File: src/rtl/sc_stream_decoder.sv
// Stochastic-to-binary decoder: sums ones across LANES unipolar streams over a window of WIN_LEN accepted samples.
// Optional SC_DEC_BIPOLAR_EN: result becomes RES_W+1 bit two's complement (2*ones - LANES*WIN_LEN).
module sc_stream_decoder #(
  parameter int LANES   = 4,
  parameter int WIN_LEN = 64,
  parameter int RES_W   = 9
) (
  input  logic                    clk,
  input  logic                    rst,
  input  logic                    en_in,
  input  logic [LANES-1:0]        seq,
  output logic                    en_out,
`ifdef SC_DEC_BIPOLAR_EN
  output logic signed [RES_W:0]   result
`else
  output logic [RES_W-1:0]        result
`endif
);

  localparam int CNT_W = (WIN_LEN > 1) ? $clog2(WIN_LEN) : 1;
  localparam logic [CNT_W-1:0] LAST_CNT = CNT_W'(WIN_LEN - 1);

  typedef enum logic {IDLE, ACC} state_t;

  state_t           state;
  logic [RES_W-1:0] acc;
  logic [CNT_W-1:0] scnt;
  logic [RES_W-1:0] pop;
  logic [RES_W-1:0] acc_sum;

  function automatic logic [RES_W-1:0] popcount(input logic [LANES-1:0] s);
    logic [RES_W-1:0] c;
    c = '0;
    for (int i = 0; i < LANES; i++) begin
      c = c + RES_W'(s[i]);
    end
    return c;
  endfunction

`ifdef SC_DEC_BIPOLAR_EN
  // Modular arithmetic in RES_W+1 bits is exact because |result| <= LANES*WIN_LEN.
  function automatic logic signed [RES_W:0] to_result(input logic [RES_W-1:0] ones);
    logic signed [RES_W:0] dbl;
    dbl = {ones, 1'b0};
    return dbl - (RES_W+1)'(LANES * WIN_LEN);
  endfunction
`else
  function automatic logic [RES_W-1:0] to_result(input logic [RES_W-1:0] ones);
    return ones;
  endfunction
`endif

  always_comb begin
    pop     = popcount(seq);
    acc_sum = ((state == IDLE) ? '0 : acc) + pop;
  end

  // Single-state-register FSM; seq is only observed when en_in is high.
  always_ff @(posedge clk) begin
    if (rst) begin
      state  <= IDLE;
      acc    <= '0;
      scnt   <= '0;
      en_out <= 1'b0;
      result <= '0;
    end else begin
      en_out <= 1'b0;
      if (en_in) begin
        if (state == ACC && scnt == LAST_CNT) begin
          result <= to_result(acc_sum);
          en_out <= 1'b1;
          acc    <= '0;
          scnt   <= '0;
          state  <= IDLE;
        end else begin
          acc    <= acc_sum;
          scnt   <= scnt + CNT_W'(1);
          state  <= ACC;
        end
      end
    end
  end

endmodule
File: config.mk
export PLATFORM = sky130hd
export DESIGN_NAME = sc_stream_decoder
export DESIGN_NICKNAME = d
export VERILOG_FILES = /design/src/rtl/sc_stream_decoder.sv
export SDC_FILE = /design/constraint.sdc
export NUM_CORES = 1
export LEC_CHECK = 0
export BUFFER_PORTS_ARGS = -buffer_cell sky130_fd_sc_hd__buf_2
export CORE_MARGIN = 4
export CORE_UTILIZATION = 30
export DETAILED_ROUTE_END_ITERATION = 10
export GPL_TIMING_DRIVEN = 0
export PLACE_DENSITY = 0.47
export SLEW_MARGIN = 25
export SYNTH_ARGS = -nofsm -noshare
export SYNTH_HDL_FRONTEND = slang
export SYNTH_SLANG_ARGS = --single-unit
File: constraint.sdc
create_clock -name clk -period 2.8 [get_ports clk]
set_input_delay 0.56 -clock clk [delete_from_list [all_inputs] [get_ports clk]]
set_output_delay 0.56 -clock clk [all_outputs]
set_load 0.02 [all_outputs]
==> results of run 1 <==
==> worst max-delay path, cell delays in order <==
cell	delay [ns]
buf_2	0.11
fa_1	0.49
fa_1	0.45
a21oi_1	0.35
nor2_1	0.17
or4_1	0.48
o311ai_1	0.10
==> worst paths after layout <==
check                    startpoint                endpoint  slack (ns)
min          result[7]$_SDFFE_PP0P_  result[7]$_SDFFE_PP0P_        0.44
max reg2reg      state$_SDFFE_PP0P_     acc[5]$_SDFFE_PP0P_        0.56
max                          seq[0]     acc[5]$_SDFFE_PP0P_        0.27
min reg2reg  result[7]$_SDFFE_PP0P_  result[7]$_SDFFE_PP0P_        0.44
==> sequential cells by signal, summed over array words and instances, names as in the netlist <==
register / count
acc: 9
en_out: 1
result: 9
scnt: 6
state: 1
==> kinds of logic after synthesis <==
family	count (synthesis)
muxes	2
DFF	26
and+or+nand+nor	60
AOI/OAI and AO/OA	29
xor gates and xnor gates	9
buffers and inverters	11
adders and majority gates	5
==> metal layers <==
layer	part of all wire	wire length, um	track usage	up-vias
met1	0.46	1260	0.144	507
met4	0.0079	22	0.0282	0
met5	0	0	0	-
met3	0.053	148	0.0315	2
met2	0.48	1340	0.181	21
li1	-	-	-	540
==> through the flow <==
stage | hold slack, ns | cell area, um^2 | total power [W]
floorplan | 0.441 | 1280 | 0.000441
global placement | 0.431 | 1430 | 0.000464
detailed placement | 0.435 | 1430 | 0.000466
CTS | 0.448 | 1480 | 0.000708
global route | 0.470 | 1480 | 0.000733
finish | 0.442 | 1480 | 0.000696
==> layout make-up <==
type / instances / area [um^2] / area share
Buffer: 7 / 45.0 / 0.0304
Clock buffer: 4 / 55.1 / 0.0372
Inverter: 4 / 15.0 / 0.0101
Multi-Input combinational cell: 105 / 703 / 0.475
Sequential cell: 26 / 520 / 0.351
Tap cell: 50 / 62.6 / 0.0422
Timing Repair Buffer: 16 / 80.1 / 0.0541
==> where the power goes <==
group	internal (W)	leakage [nW]	switching, W
registers	0.000377	0.211	0.00000495
clock network	0.000126	0.0288	0.000114
logic	0.0000316	0.311	0.0000427
total	0.000534	0.551	0.000161
==> cell usage in the layout, fill, tap and decap left out, types with 3 or more instances in the layout <==
| master | Yosys | final |
|---|---|---|
| clkbuf_8 | 0 | 4 |
| nor3_1 | 3 | 3 |
| nand3_1 | 7 | 7 |
| o21ai_0 | 5 | 5 |
| inv_1 | 3 | 3 |
| and2_1 | 3 | 3 |
| clkbuf_1 | 3 | 3 |
| nor2_1 | 6 | 6 |
| o21ai_1 | 3 | 3 |
| nand2_1 | 15 | 15 |
| fa_1 | 3 | 3 |
| buf_2 | 0 | 16 |
| a21oi_1 | 9 | 9 |
| nand2b_1 | 9 | 9 |
| dfxtp_1 | 26 | 26 |
| xor2_1 | 4 | 4 |
| xnor2_1 | 5 | 5 |
==> results by group, run 1 <==
Logic synthesis
  • Compound-Gate Fraction of Synth Area: 0.149
  • Post-synthesis mux area share: 0.0156
  • Register area share after synthesis: 0.405
  • Top-count cell post-synth: dfxtp_1
  • Post-synth EDFFs: 0
  • Async SR Flop Fraction: 0
  • Syn Inst Count: 142
  • Post-Synth Adder-Cell Area: 0.0663
  • Synth top area cells: dfxtp_1, fa_1, nand2_1
  • Avg Inst Size Synth: 9.04 um^2
  • Synth Area in XOR/XNOR: 0.0614
  • Post-synth top area share: 0.405
  • Primary FF master, synth: dfxtp_1
  • Ys Warns: 0
  • Synth area leader: dfxtp_1
  • Commonest cells post-synth: dfxtp_1, nand2_1, a21oi_1, nand2b_1, nand3_1
  • Synthesized flop and latch total: 26
  • Synth Area in Simple Gates: 0.255
  • Synthesized cell area: 0.00128 mm^2
  • Post-synth cell types: 42
  • Mapped Nets: 154
  • Main combinational cell family by area after synthesis: simple AND/OR/NAND/NOR gates

Worst setup path
  • Req. time, crit path: 2.97 ns
  • Crit. End Element: register
  • Kind of critical path: in -> reg
  • Path depth of the worst reg2reg path: 7
  • CP Data Arrival Time: 2.71 ns
  • Startpoint class of the critical path: input port
  • Critical Path Fanout Max: 4

Drt
  • Post-DRT Antenna Nets: 0
  • Wire per inst: 13.1 um
  • Residual DRC: 0
  • Starting DRT DRC Count: 27
  • DRT Pass-1 Iters: 4
  • Drt total wl: 2.78 mm
  • Vias per std cell: 5.05
  • DR vias: 1070

Place
  • Port Buf Inserts: 16
  • Placer congestion estimate: 0.822
  • Dpl ws: -0.0300 ns
  • Placed cells: 208
  • HPWL after DPL: 2.13 mm

Timing
  • Setup Skew: 0.00108 ns
  • Pins Over Slew Limit: 0
  • Period utilization: 0.905
  • Final Hold Fails: 0
  • Worst Tran Pin Value: 0.505 ns
  • Tmin final: 2.53 ns
  • Final setup fails: 0
  • Max Fclk: 395 MHz
  • Post-route setup slack: 0.267 ns
  • Setup TNS: 0 ns
  • Rel. slew slack: 0.664
  • RSZ-0062 raised after global routing: false

Clock tree
  • Post-CTS Setup Repair Bufs: 0
  • Clock transition at the registers of the reported paths: 0.09 ns
  • Clock Latency Late Sink: 0.27 ns
  • CTS Hold Bufs: 0
  • Post-CTS sizing: 0
  • H-tree depth: 1
  • Root cell of the clock tree: clkbuf_8
  • CTS sink count: 26
  • CTS tree: done
  • CTS Buf Count: 3
  • Max Buffers Root-to-Sink: 2

Layout
  • Final Util: 0.365
  • Fraction of layout cells with a size suffix above 1: 0.185
  • Ant diodes: 0
  • # nets final: 175
  • Layout Cells excl Fill: 212
  • Syn-to-layout area delta: 15.4%
  • # fillers: 406

Outcome
  • Status: finished, final reports clean

Floorplanning
  • FP Rows: 23
  • # IOs: 17
  • Core ar.: 0.00406 mm^2
  • Die Wd: 73.4 um
  • Die area: 0.00539 mm^2
  • Initial Utilization: 0.316
  • Die height: 73.4 um

Power
  • Leak: 0.551 nW
  • PwrDens: 470 mW/mm^2
  • Worst vdd ir: 0.205 mV

GRT
  • Grt total ovfl: 0
  • Global-route wire length before repair: 4.64 mm
  • Gr usage total: 0.111
  • Number of antenna violations at the first check in global routing: 0
  • Vias in the first global route: 970
  • Largest net degree at the start of global routing: 15

Run
  • Total of max-cap violations: 0

Worst hold path
  • Hold WC Path Type: reg -> reg
  • Cell count of the worst hold path: 2
Note: power is estimated with default switching activity, not from simulation.
==> inputs of run 2 (changes only) <==
Settings changed: CORE_MARGIN 4 to 2.
==> results by group, run 2 (synthesis gave the netlist of run 1 again) <==
Clock tree
  • CTS sink count: 26 (unchanged)
  • CTS Buf Count: 3 (unchanged)
  • Clock Latency Late Sink: 0.28 ns (about the same)
  • Root cell of the clock tree: clkbuf_8
  • H-tree depth: 1 (unchanged)
  • Post-CTS sizing: 0 (unchanged)
  • Clock transition at the registers of the reported paths: 0.10 ns (about the same)
  • Max Buffers Root-to-Sink: 2 (unchanged)
  • CTS Hold Bufs: 0 (unchanged)
  • Post-CTS Setup Repair Bufs: 0 (unchanged)
  • CTS tree: done

Worst setup path
  • R2R Setup Slk: 0.59 ns (+0.03 ns)
  • Kind of critical path: in -> reg
  • Req. time, crit path: 2.98 ns (about the same)
  • Path depth of the worst reg2reg path: 7 (unchanged)
  • Setup crit end: acc[5]$_SDFFE_PP0P_
  • CP Launch Point: seq[0]
  • Crit. End Element: register
  • Reg-to-reg endpoint: acc[5]$_SDFFE_PP0P_
  • Critical Path Fanout Max: 4 (unchanged)
  • RR Startpoint: state$_SDFFE_PP0P_
  • CP Data Arrival Time: 2.70 ns (about the same)
  • Startpoint class of the critical path: input port

Layout
  • # nets final: 175 (unchanged)
  • Fraction of layout cells with a size suffix above 1: 0.185 (unchanged)
  • Multi-input gate area: 703 um^2 (unchanged)
  • Ant diodes: 0 (unchanged)
  • Sequential cell area: 520 um^2 (unchanged)
  • # fillers: 419 (+3.2%)
  • Commonest non-fill, non-tap cell in the layout: dfxtp_1
  • Top flop regs: acc (9), result (9), scnt (6)
  • Syn-to-layout area delta: 16.7%
  • Most frequent cells in the layout: dfxtp_1, buf_2, nand2_1
  • Final Util: 0.369 (+0.00401)
  • Post-route cell area: 0.00150 mm^2 (+1.1%)

Drt
  • Post-DRT Antenna Nets: 0 (unchanged)
  • DRT Pass-1 Iters: 4 (unchanged)
  • Wire per inst: 12.9 um (-1.5%)
  • Vias per std cell: 4.96 (-1.8%)
  • Residual DRC: 0 (unchanged)
  • DR vias: 1051 (-1.8%)
  • Starting DRT DRC Count: 59 (+120%)
  • Drt total wl: 2.73 mm (-1.5%)

Floorplanning
  • Core ar.: 0.00406 mm^2 (unchanged)
  • Die area: 0.00482 mm^2 (-11%)
  • Die height: 69.4 um (-5.4%)
  • FP Rows: 23 (unchanged)
  • Initial Utilization: 0.316 (unchanged)
  • # IOs: 17 (unchanged)
  • Die Wd: 69.4 um (-5.4%)

Power
  • Power Total: 0.000774 W (+11%)
  • Leak: 0.558 nW (+1.3%)
  • PwrDens: 517 mW/mm^2 (+10%)
  • Worst vdd ir: 0.441 mV (+120%)

GRT
  • Largest net degree at the start of global routing: 16 (+1)
  • Global-route wire length before repair: 4.75 mm (+2.2%)
  • Vias in the first global route: 1024 (+5.6%)
  • Gr usage total: 0.124 (+0.0137)
  • Number of antenna violations at the first check in global routing: 0 (unchanged)
  • Grt total ovfl: 0 (unchanged)

Timing
  • Final Hold Fails: 0 (unchanged)
  • Period utilization: 0.899 (-0.00545)
  • Tmin final: 2.52 ns (-0.0153 ns)
  • Rel. slew slack: 0.650 (-0.0137)
  • Pins Over Slew Limit: 0 (unchanged)
  • Post-route setup slack: 0.282 ns (+0.0153 ns)
  • Fin Hold WS: 0.453 ns (+0.0109 ns)
  • RSZ-0062 raised after global routing: false
  • Max Fclk: 397 MHz (+0.61%)
  • Final setup fails: 0 (unchanged)
  • Setup Skew: 0.0124 ns (+0.0114 ns)
  • Worst Tran Pin Value: 0.525 ns (+0.0206 ns)

Place
  • Dpl ws: -0.0138 ns (+0.0162 ns)
  • Port Buf Inserts: 16 (unchanged)
  • Dpl cell area: 0.00143 mm^2 (unchanged)
  • Placer congestion estimate: 0.761 (-7.4%)
  • HPWL after DPL: 2.03 mm (-4.7%)

Worst hold path
  • Hold WC Path Type: reg -> reg

Run
  • Total of max-cap violations: 0 (unchanged)

Outcome
  • Status: finished, final reports clean
[run 2: cell count changes in the layout (fill, tap and decap cells not counted)]
| cell | before | now |
|---|---|---|
| bufinv_16 | 0 | 1 |
| clkbuf_8 | 4 | 3 |
[run 2: worst min path at each step]
| stage | from | endpoint | cells past startpoint |
|---|---|---|---|
| 5_1_grt | result[6]$_SDFFE_PP0P_ | result[6]$_SDFFE_PP0P_ | 2 |
| 3_5_place_dp | result[7]$_SDFFE_PP0P_ | result[7]$_SDFFE_PP0P_ | 2 |
| 6_report | result[6]$_SDFFE_PP0P_ | result[6]$_SDFFE_PP0P_ | 2 |
| 4_1_cts | result[7]$_SDFFE_PP0P_ | result[7]$_SDFFE_PP0P_ | 2 |
| 3_3_place_gp | result[3]$_SDFFE_PP0P_ | result[3]$_SDFFE_PP0P_ | 2 |
| 2_1_floorplan | acc[0]$_SDFFE_PP0P_ | acc[0]$_SDFFE_PP0P_ | 2 |
[run 2: layout make-up]
class,count,area share
Buffer,7,0.0301
Clock buffer,3,0.0276
Clock inverter,1,0.0201
Inverter,4,0.0100
Multi-Input combinational cell,105,0.470
Sequential cell,26,0.348
Tap cell,50,0.0418
Timing Repair Buffer,16,0.0535
[run 2: worst max-delay path: stages]
cell,delay (ns)
buf_2,0.11
fa_1,0.50
fa_1,0.44
a21oi_1,0.34
nor2_1,0.17
or4_1,0.49
o311ai_1,0.09
[run 2: metrics by stage]
stage                     cells  setup TNS [ns]
final                       212               0
after global routing        212               0
after CTS                   212               0
after detailed placement    208         -0.0258
after global placement      208               0
after floorplan             142               0
[run 2: per-layer routing]
layer / share of wire / wire length, um / track usage
met5: 0 / 0 / 0
met4: 0.0077 / 21 / 0.0283
met3: 0.037 / 102 / 0.0363
met2: 0.46 / 1250 / 0.210
met1: 0.50 / 1360 / 0.156
[run 2: power by group]
group | internal [W] | leakage, nW | total (W) | switching, W
clock network | 0.000191 | 0.0357 | 0.000318 | 0.000126
registers | 0.000377 | 0.211 | 0.000382 | 0.00000491
logic | 0.0000315 | 0.311 | 0.0000741 | 0.0000426
